==> src/rtl/rv32i_reg_scoreboard.sv <==
// RV32I register hazard scoreboard: per-register outstanding-write counters with
// writeback bypass, RAW/saturation stalls and a flush -> drain -> clear sequence.
module rv32i_reg_scoreboard #(
    parameter int NUM_REGS = 32,
    parameter int CNT_W    = 2
) (
    input  logic       CLK,
    input  logic       RST,
    input  logic       rden,
    input  logic [4:0] rs1,
    input  logic [4:0] rs2,
    input  logic [4:0] rd_decode,
    input  logic       issue,
    input  logic [4:0] wb_rd,
    input  logic       wb_wen,
    input  logic       flush,
    input  logic       pipe_empty,
    output logic       rs1_busy,
    output logic       rs2_busy,
    output logic       rd_busy,
    output logic       stall,
    output logic       clear_status,
    output logic [5:0] busy_count
);

    typedef enum logic [1:0] {IDLE, DRAIN, CLEAR} state_t;

    localparam logic [CNT_W-1:0] CNT_MAX = '1;

    state_t           state_q;
    logic             clear_status_q;
    logic [CNT_W-1:0] cnt_q [NUM_REGS];
    logic [CNT_W-1:0] cnt_d [NUM_REGS];
    logic [CNT_W-1:0] eff   [NUM_REGS];
    logic [5:0]       busy_count_q;
    logic [5:0]       busy_count_d;
    logic             full;
    logic             issue_acc;

    // A write retiring this cycle is already visible through the RF write-through path.
    always_comb begin
        for (int r = 0; r < NUM_REGS; r++) begin
            eff[r] = cnt_q[r];
            if (wb_wen && wb_rd == 5'(r) && cnt_q[r] != '0) begin
                eff[r] = cnt_q[r] - CNT_W'(1);
            end
        end
    end

    assign rs1_busy  = rden && rs1 != 5'd0 && eff[rs1] != '0;
    assign rs2_busy  = rden && rs2 != 5'd0 && eff[rs2] != '0;
    assign rd_busy   = rd_decode != 5'd0 && eff[rd_decode] != '0;
    assign full      = issue && rd_decode != 5'd0 && eff[rd_decode] == CNT_MAX;
    assign stall     = (state_q != IDLE) || (issue && (rs1_busy || rs2_busy)) || full;
    assign issue_acc = issue && !stall && !flush && rd_decode != 5'd0;

    always_comb begin
        logic inc;
        logic dec;
        // NOTE: every combinational output gets a default before any conditional
        // update, so no path leaves it unassigned and no latch is inferred.
        busy_count_d = '0;
        for (int r = 0; r < NUM_REGS; r++) begin
            inc      = issue_acc && rd_decode == 5'(r);
            dec      = wb_wen && wb_rd == 5'(r) && cnt_q[r] != '0;
            cnt_d[r] = cnt_q[r];
            if (r != 0) begin
                if (state_q == CLEAR) begin
                    cnt_d[r] = '0;
                end else if (inc && !dec) begin
                    cnt_d[r] = cnt_q[r] + CNT_W'(1);
                end else if (dec && !inc) begin
                    cnt_d[r] = cnt_q[r] - CNT_W'(1);
                end
            end
            if (cnt_d[r] != '0) begin
                busy_count_d = busy_count_d + 6'd1;
            end
        end
    end

    always_ff @(posedge CLK or posedge RST) begin
        if (RST) begin
            // NOTE: the counter array is reset explicitly; stale in-flight counts
            // after reset would stall decode forever, so it cannot be left to RAM init.
            for (int r = 0; r < NUM_REGS; r++) begin
                cnt_q[r] <= '0;
            end
            busy_count_q <= '0;
        end else begin
            if (wb_wen && wb_rd != 5'd0) begin
                assert (cnt_q[wb_rd] != '0)
                else $error("scoreboard underflow: writeback to x%0d with no outstanding write", wb_rd);
            end
            // NOTE: sequential state uses non-blocking assignments so every register
            // samples pre-edge values regardless of statement order.
            cnt_q        <= cnt_d;
            busy_count_q <= busy_count_d;
        end
    end

    always_ff @(posedge CLK or posedge RST) begin
        if (RST) begin
            state_q        <= IDLE;
            clear_status_q <= 1'b0;
        end else begin
            clear_status_q <= 1'b0;
            case (state_q)
                IDLE:    if (flush) state_q <= DRAIN;
                DRAIN: begin
                    if (pipe_empty) begin
                        state_q        <= CLEAR;
                        clear_status_q <= 1'b1;
                    end
                end
                CLEAR:   state_q <= IDLE;
                default: state_q <= IDLE;
            endcase
        end
    end

    assign clear_status = clear_status_q;
    assign busy_count   = busy_count_q;

endmodule

==> config.mk <==
export PLATFORM = sky130hd
export DESIGN_NAME = rv32i_reg_scoreboard
export DESIGN_NICKNAME = d
export VERILOG_FILES = /design/src/rtl/rv32i_reg_scoreboard.sv
export SDC_FILE = /design/constraint.sdc
export NUM_CORES = 1
export LEC_CHECK = 0
export ABC_AREA = 1
export ABC_CLOCK_PERIOD_IN_PS = 19410
export CAP_MARGIN = 5
export CORE_ASPECT_RATIO = 0.6
export CORE_UTILIZATION = 40
export CTS_BUF_LIST = sky130_fd_sc_hd__clkbuf_2
export CTS_CLUSTER_SIZE = 24
export DETAILED_ROUTE_END_ITERATION = 10
export HOLD_SLACK_MARGIN = 0.02
export REMOVE_ABC_BUFFERS = 1
export SYNTH_ARGS = -nofsm -noshare
export SYNTH_HDL_FRONTEND = slang
export SYNTH_SLANG_ARGS = --single-unit
==> constraint.sdc <==
create_clock -name CLK -period 19.41 [get_ports CLK]
set_input_delay 2.9115 -clock CLK [delete_from_list [all_inputs] [get_ports CLK]]
set_output_delay 2.9115 -clock CLK [all_outputs]
set_load 0.01 [all_outputs]
==> results of run 1 <==
## per-stage QoR
stage,instances,utilization (%),TNS (ps)
2_1_floorplan,2087,-,0
3_3_place_gp,2733,49.7,-1290
3_5_place_dp,2733,49.7,-2710
4_1_cts,2749,50.2,0
5_1_grt,2769,52.0,-17.7
6_report,2769,52.0,0
## cells in the mapped netlist (2+ instances only)
library cell	number
nand2_1	605
inv_1	411
nand3_1	242
nor2_1	209
nand2_2	100
dfrtp_1	71
ha_1	61
nand3_2	59
o21ai_0	54
o21ai_1	37
a21oi_1	31
nor3_1	29
inv_2	28
nand4_1	23
nor2_2	19
nor2_4	10
clkinv_1	9
o22ai_1	9
a311oi_1	8
nand2_4	8
and2_1	6
nand3b_1	6
buf_2	5
clkbuf_1	5
o211ai_1	5
o21ai_2	5
a2111oi_0	4
a31oi_1	3
buf_6	3
nand3_4	3
nor3_2	3
a2111oi_1	2
a211oi_1	2
nand3b_2	2
o21bai_1	2
o311a_1	2
or2_2	2
xnor2_1	2
## logic make-up after synthesis
kind of cell / share of synthesized area, %
adders and majority gates: 6.50
AOI/OAI and AO/OA: 8.82
and+or+nand+nor: 54.1
xor gates and xnor gates: 0.362
buffers and inverters: 15.1
DFF: 15.1
## state kept, by name, indices dropped and copies added (netlist names)
register,count
busy_count,6
clear_status,1
cnt_q,62
state_q,2
## cell type report
cell class                 count  area (um2)  share of cell area, %
clock buffer                  10        50.0                  0.334
clock inverter                 6        93.8                  0.626
timing repair buffer         290        2430                   16.2
sequential                    71        1780                   11.9
tap                          375         469                   3.13
inverter                     448        1700                   11.3
multi-input combinational   1568        8470                   56.5
antenna                        1        2.50                 0.0167
## tightest hold or removal path, delay by kind of cell (launching register included)
kind,cells,cell delay (ps)
flops,1,410
simple gates,2,130
buf+inv,1,50
## final timing paths
| path | endpoint | slack [ps] | depth (start not counted) | from |
|---|---|---|---|---|
| setup / recovery | busy_count[2] | 1050 | 122 | wb_rd[4] |
| hold / removal | clear_status | 590 | 3 | state_q[1] |
| setup reg to reg | busy_count[2] | 3050 | 121 | cnt_q[0] |
| hold reg to reg | clear_status | 590 | 3 | state_q[1] |
| max in group asynchronous | cnt_q[58] | 15860 | 3 | RST |
| min in group asynchronous | state_q[1] | 2850 | 3 | RST |
## what timing repair did
action / 4_1_cts / 5_1_grt
resized for setup: 0 / 116
endpoints found under the setup margin: 0 / 5
buffers inserted: 0 / 17
## layer usage
metal  up-vias  track usage, %  share of wire, %  wire [um]
li1       7179               -                 -          -
met1      6342            45.1                50      22200
met2       500            40.5                38      16800
met3        54            7.64                11       4750
met4         2            5.44               1.4        640
met5         -               0              0.16         73
## where the power goes
part | internal [W] | total [W] | leakage, nW | switching [W]
Combinational | 0.000808 | 0.00196 | 7.59 | 0.00115
Clock | 0.0000439 | 0.000110 | 0.0827 | 0.0000661
Sequential | 0.000180 | 0.000195 | 0.967 | 0.0000150
==> flow_summary.ini, run 1 <==
[die]
floorplan.rows = 48
start_util_pct = 40.7
die-area_um2 = 30100
io_pins = 38
die_h_um = 135
fp.dieW_um = 223
core_um2 = 28800

[critical_path]
crit_path_end_kind = register
crit_arrival_ps = 18950
critical_path_buf_inv_count = 12
crit_top_cell = nand2_1
path_max_fanout = 6
crit_family = adder cells
critical-path-max-stage-delay_ps = 300
setup.worst_path.start_class = primary input
required_ps = 20000
cp_slowest_cell = ha_1
path_class = in -> reg

[timing]
hold-worst-slack_ps = 587
setup_ws_ps = 1050
drv_slew = 0
setup_viol = 0
relSlewSlack_pct = 31.8
fin_worst_skew_ps = 41.8
finalHoldViolCount = 0
final.period_utilization_pct = 94.6
fmax_mhz = 54.5
period_minus_slack_ps = 18360
worstMarginPinSlew_ps = 1020

[cts]
tritoncts = done
htreeDepth = 3
clock-sinks = 71
clkTransAtPathRegs_ps = 260
ctsHoldBuffers = 0
clock_latency_ps = 660
cts_made_buffers = 9
cts_root_buffer = clkbuf_2
clockBufferDepth = 2

[detailed_routing]
ant_nets = 0
wire_per_inst_um = 16.1
route.detailed.drc = 0
via_per_inst = 5.08
drtIter0Drc = 1310
vias = 14100
drt_pass1_iterations = 7
routed_wl_um = 44500

[cells_and_area]
final_common_cell = nand2_1
area_growth_pct = 27.6
mostFrequentLayoutCells = nand2_1, inv_1, nand3_1
drive_gt1_share_pct = 24.2
fillCellCount = 3010
fin_area_um2 = 15000
nets = 2476

[synth]
synthFlopType = dfrtp_1
synth_area_leaders = nand2_1, dfrtp_1, inv_1, nand3_1, nor2_1
synthCells = 2103
synth-seq-area-share_pct = 15.1
synth_async_sr_flop_share_pct = 100
yosysWarningCount = 0
synth_cell_type_count = 56
ys_ff_latch = 71
yosys.area.top_type = nand2_1
syn_area_um2 = 11700
synth-edff-count = 0
synth_top_area_share_pct = 19.3
syn_area_per_cell_um2 = 5.59

[power_and_ir_drop]
vdd_drop_max_v = 0.000123
power.total_w = 0.00227
power_leakage_nw = 8.64
cellPowerDensity_nw_per_um2 = 151

[global_route]
first_global_vias = 12700
grt_start_max_net_pins = 72
grt.total_usage_pct = 29.4
grt_pass1_wl_um = 68200
grt_overflow = 0
antenna_found_initial = 1

[run_status]
status = finished clean

[placement]
port_buffers = 37
dp_worst_setup_slack_ps = -661
place.gp.congestion = 1.07
hpwlAfterDp_um = 36500
dpl_cell_area_um2 = 14300

[job]
maxCapViolCount = 0

[min_path]
hp-class = reg -> reg
Power figures use the tool's default switching activity.
==> run 2: changes to the inputs <==
REMOVE_ABC_BUFFERS = default   (was 1)
SLEW_MARGIN = 20   (was default)
==> flow_summary.ini, run 2 (synthesized netlist as in run 1, its figures left out) <==
[critical_path]
crit_top_cell = nand2_1
path_max_fanout = 6
path_class = in -> reg
setup.worst_path.start_class = primary input
required_ps = 20060
crit_path_end_kind = register
critical-path-max-stage-delay_ps = 300
crit_arrival_ps = 19050
cp_slowest_cell = ha_1

[detailed_routing]
wire_per_inst_um = 16.4
vias = 14300
via_per_inst = 5.06
top_layer = met4
routed_wl_um = 46300
drt_pass1_iterations = 6
met1_length_um = 23500
drtIter0Drc = 1269
route.detailed.drc = 0
ant_nets = 0
dr_wl_met3_um = 4360
wl_met2_um = 17800

[die]
io_pins = 38
floorplan.rows = 48
core_um2 = 28800
fp.dieW_um = 223
die-area_um2 = 30100
start_util_pct = 40.7
die_h_um = 135

[cells_and_area]
multi_input_area_um2 = 8610
fillCellCount = 2970
drive_gt1_share_pct = 27.9
top_register = cnt_q
final_common_cell = nand2_1
largest_reg_flops = 62
mostFrequentLayoutCells = nand2_1, inv_1, buf_4
seq_area_um2 = 1780
nets = 2531
area_growth_pct = 32.6

[power_and_ir_drop]
p_int_w = 0.00103
combinationalPowerShare_pct = 87.2
power.total_w = 0.00225
power_leakage_nw = 8.90
switching_power_w = 0.00122
clock_power_share_pct = 4.1
p_sw_share_pct = 54.3
vdd_drop_max_v = 0.000113
cellPowerDensity_nw_per_um2 = 145
seqPwrFrac_pct = 8.7

[placement]
dp_worst_setup_slack_ps = -668
port_buffers = 37
hpwlAfterDp_um = 38600
place.gp.congestion = 1.06

[timing]
setup_ws_ps = 1010
period_minus_slack_ps = 18400
relSlewSlack_pct = 40.5
finalHoldViolCount = 0
drv_slew = 0
final.period_utilization_pct = 94.8
fmax_mhz = 54.3
worstMarginPinSlew_ps = 891
setup_viol = 0
fin_worst_skew_ps = 44.6

[cts]
htreeDepth = 3
ctsHoldBuffers = 0
clockBufferDepth = 2
clock_latency_ps = 740
cts_root_buffer = clkbuf_2
cts_made_buffers = 9
tritoncts = done
clock-sinks = 71
clkTransAtPathRegs_ps = 200

[global_route]
grt.total_usage_pct = 30.8
antenna_found_initial = 2
grt_pass1_wl_um = 70500
first_global_vias = 12900
grt_start_max_net_pins = 72
grt_overflow = 0

[job]
maxCapViolCount = 0

[run_status]
status = finished clean

[min_path]
hp-class = reg -> reg

[synth]
syn-num-nets = 2191
run 2: cell count changes in the layout (fill, tap and decap cells not counted), moves of 9 or more:
cell	delta
buf_4	+51
nor2_2	+17
inv_2	+9
nand3_2	+9
nand2_2	+10
nand2_1	-12
nor2_1	-17
run 2: power groups by stage:
stage	clock (W)	sequential [W]	combinational [W]
floorplan	0	0.000197	0.00120
global placement	0	0.000197	0.00181
detailed placement	0	0.000198	0.00188
CTS	0.0000950	0.000195	0.00189
global route	0.0000995	0.000199	0.00224
finish	0.0000920	0.000195	0.00196
run 2: worst max-delay path, delay by kind of cell:
family,cells,cell delay [ps]
fa+ha+maj,29,8110
simple gates,77,6720
buf+inv,12,920
compound gates,4,290
xor+xnor,1,140
run 2: routing by layer:
| layer | up-vias | global-route usage, % |
|---|---|---|
| met5 | - | 0 |
| met4 | 0 | 5.94 |
| met3 | 38 | 9.42 |
| met2 | 445 | 43.1 |
| met1 | 6544 | 45.8 |
| li1 | 7272 | - |
run 2: path summary, 6_finish.rpt:
| kind | start | endpoint | slack [ps] | cells past startpoint |
|---|---|---|---|---|
| setup / recovery | wb_rd[4] | busy_count[4] | 1010 | 123 |
| hold / removal | state_q[0] | state_q[1] | 590 | 2 |
| setup reg to reg | cnt_q[42] | busy_count[4] | 3050 | 119 |
| hold reg to reg | state_q[0] | state_q[1] | 590 | 2 |
| max in group asynchronous | RST | cnt_q[33] | 16220 | 3 |
| min in group asynchronous | RST | busy_count[4] | 2650 | 3 |
run 2: per-stage QoR:
step / setup TNS [ps] / area [um2] / hold WS [ps] / util (%) / cells
after floorplan: 0 / 11700 / 519 / - / 2103
after global placement: -1510 / 14900 / 553 / 51.6 / 2793
final: 0 / 15600 / 586 / 54.0 / 2826
after global routing: -2.00 / 15600 / 612 / 54.0 / 2826
after detailed placement: -2900 / 14900 / 554 / 51.6 / 2793
after CTS: 0 / 15000 / 585 / 51.9 / 2809
run 2: timing repair:
action,in CTS,in global routing
setup endpoints to repair,0,5
setup buffers,0,14
gates resized for setup,0,170
run 2: layout make-up:
type / count / share of cell area [%]
Timing Repair Buffer: 345 / 18.7
Sequential cell: 71 / 11.4
Antenna cell: 3 / 0.0482
Inverter: 448 / 10.9
Multi-Input combinational cell: 1568 / 55.3
Clock inverter: 6 / 0.329
Tap cell: 375 / 3.01
Clock buffer: 10 / 0.321
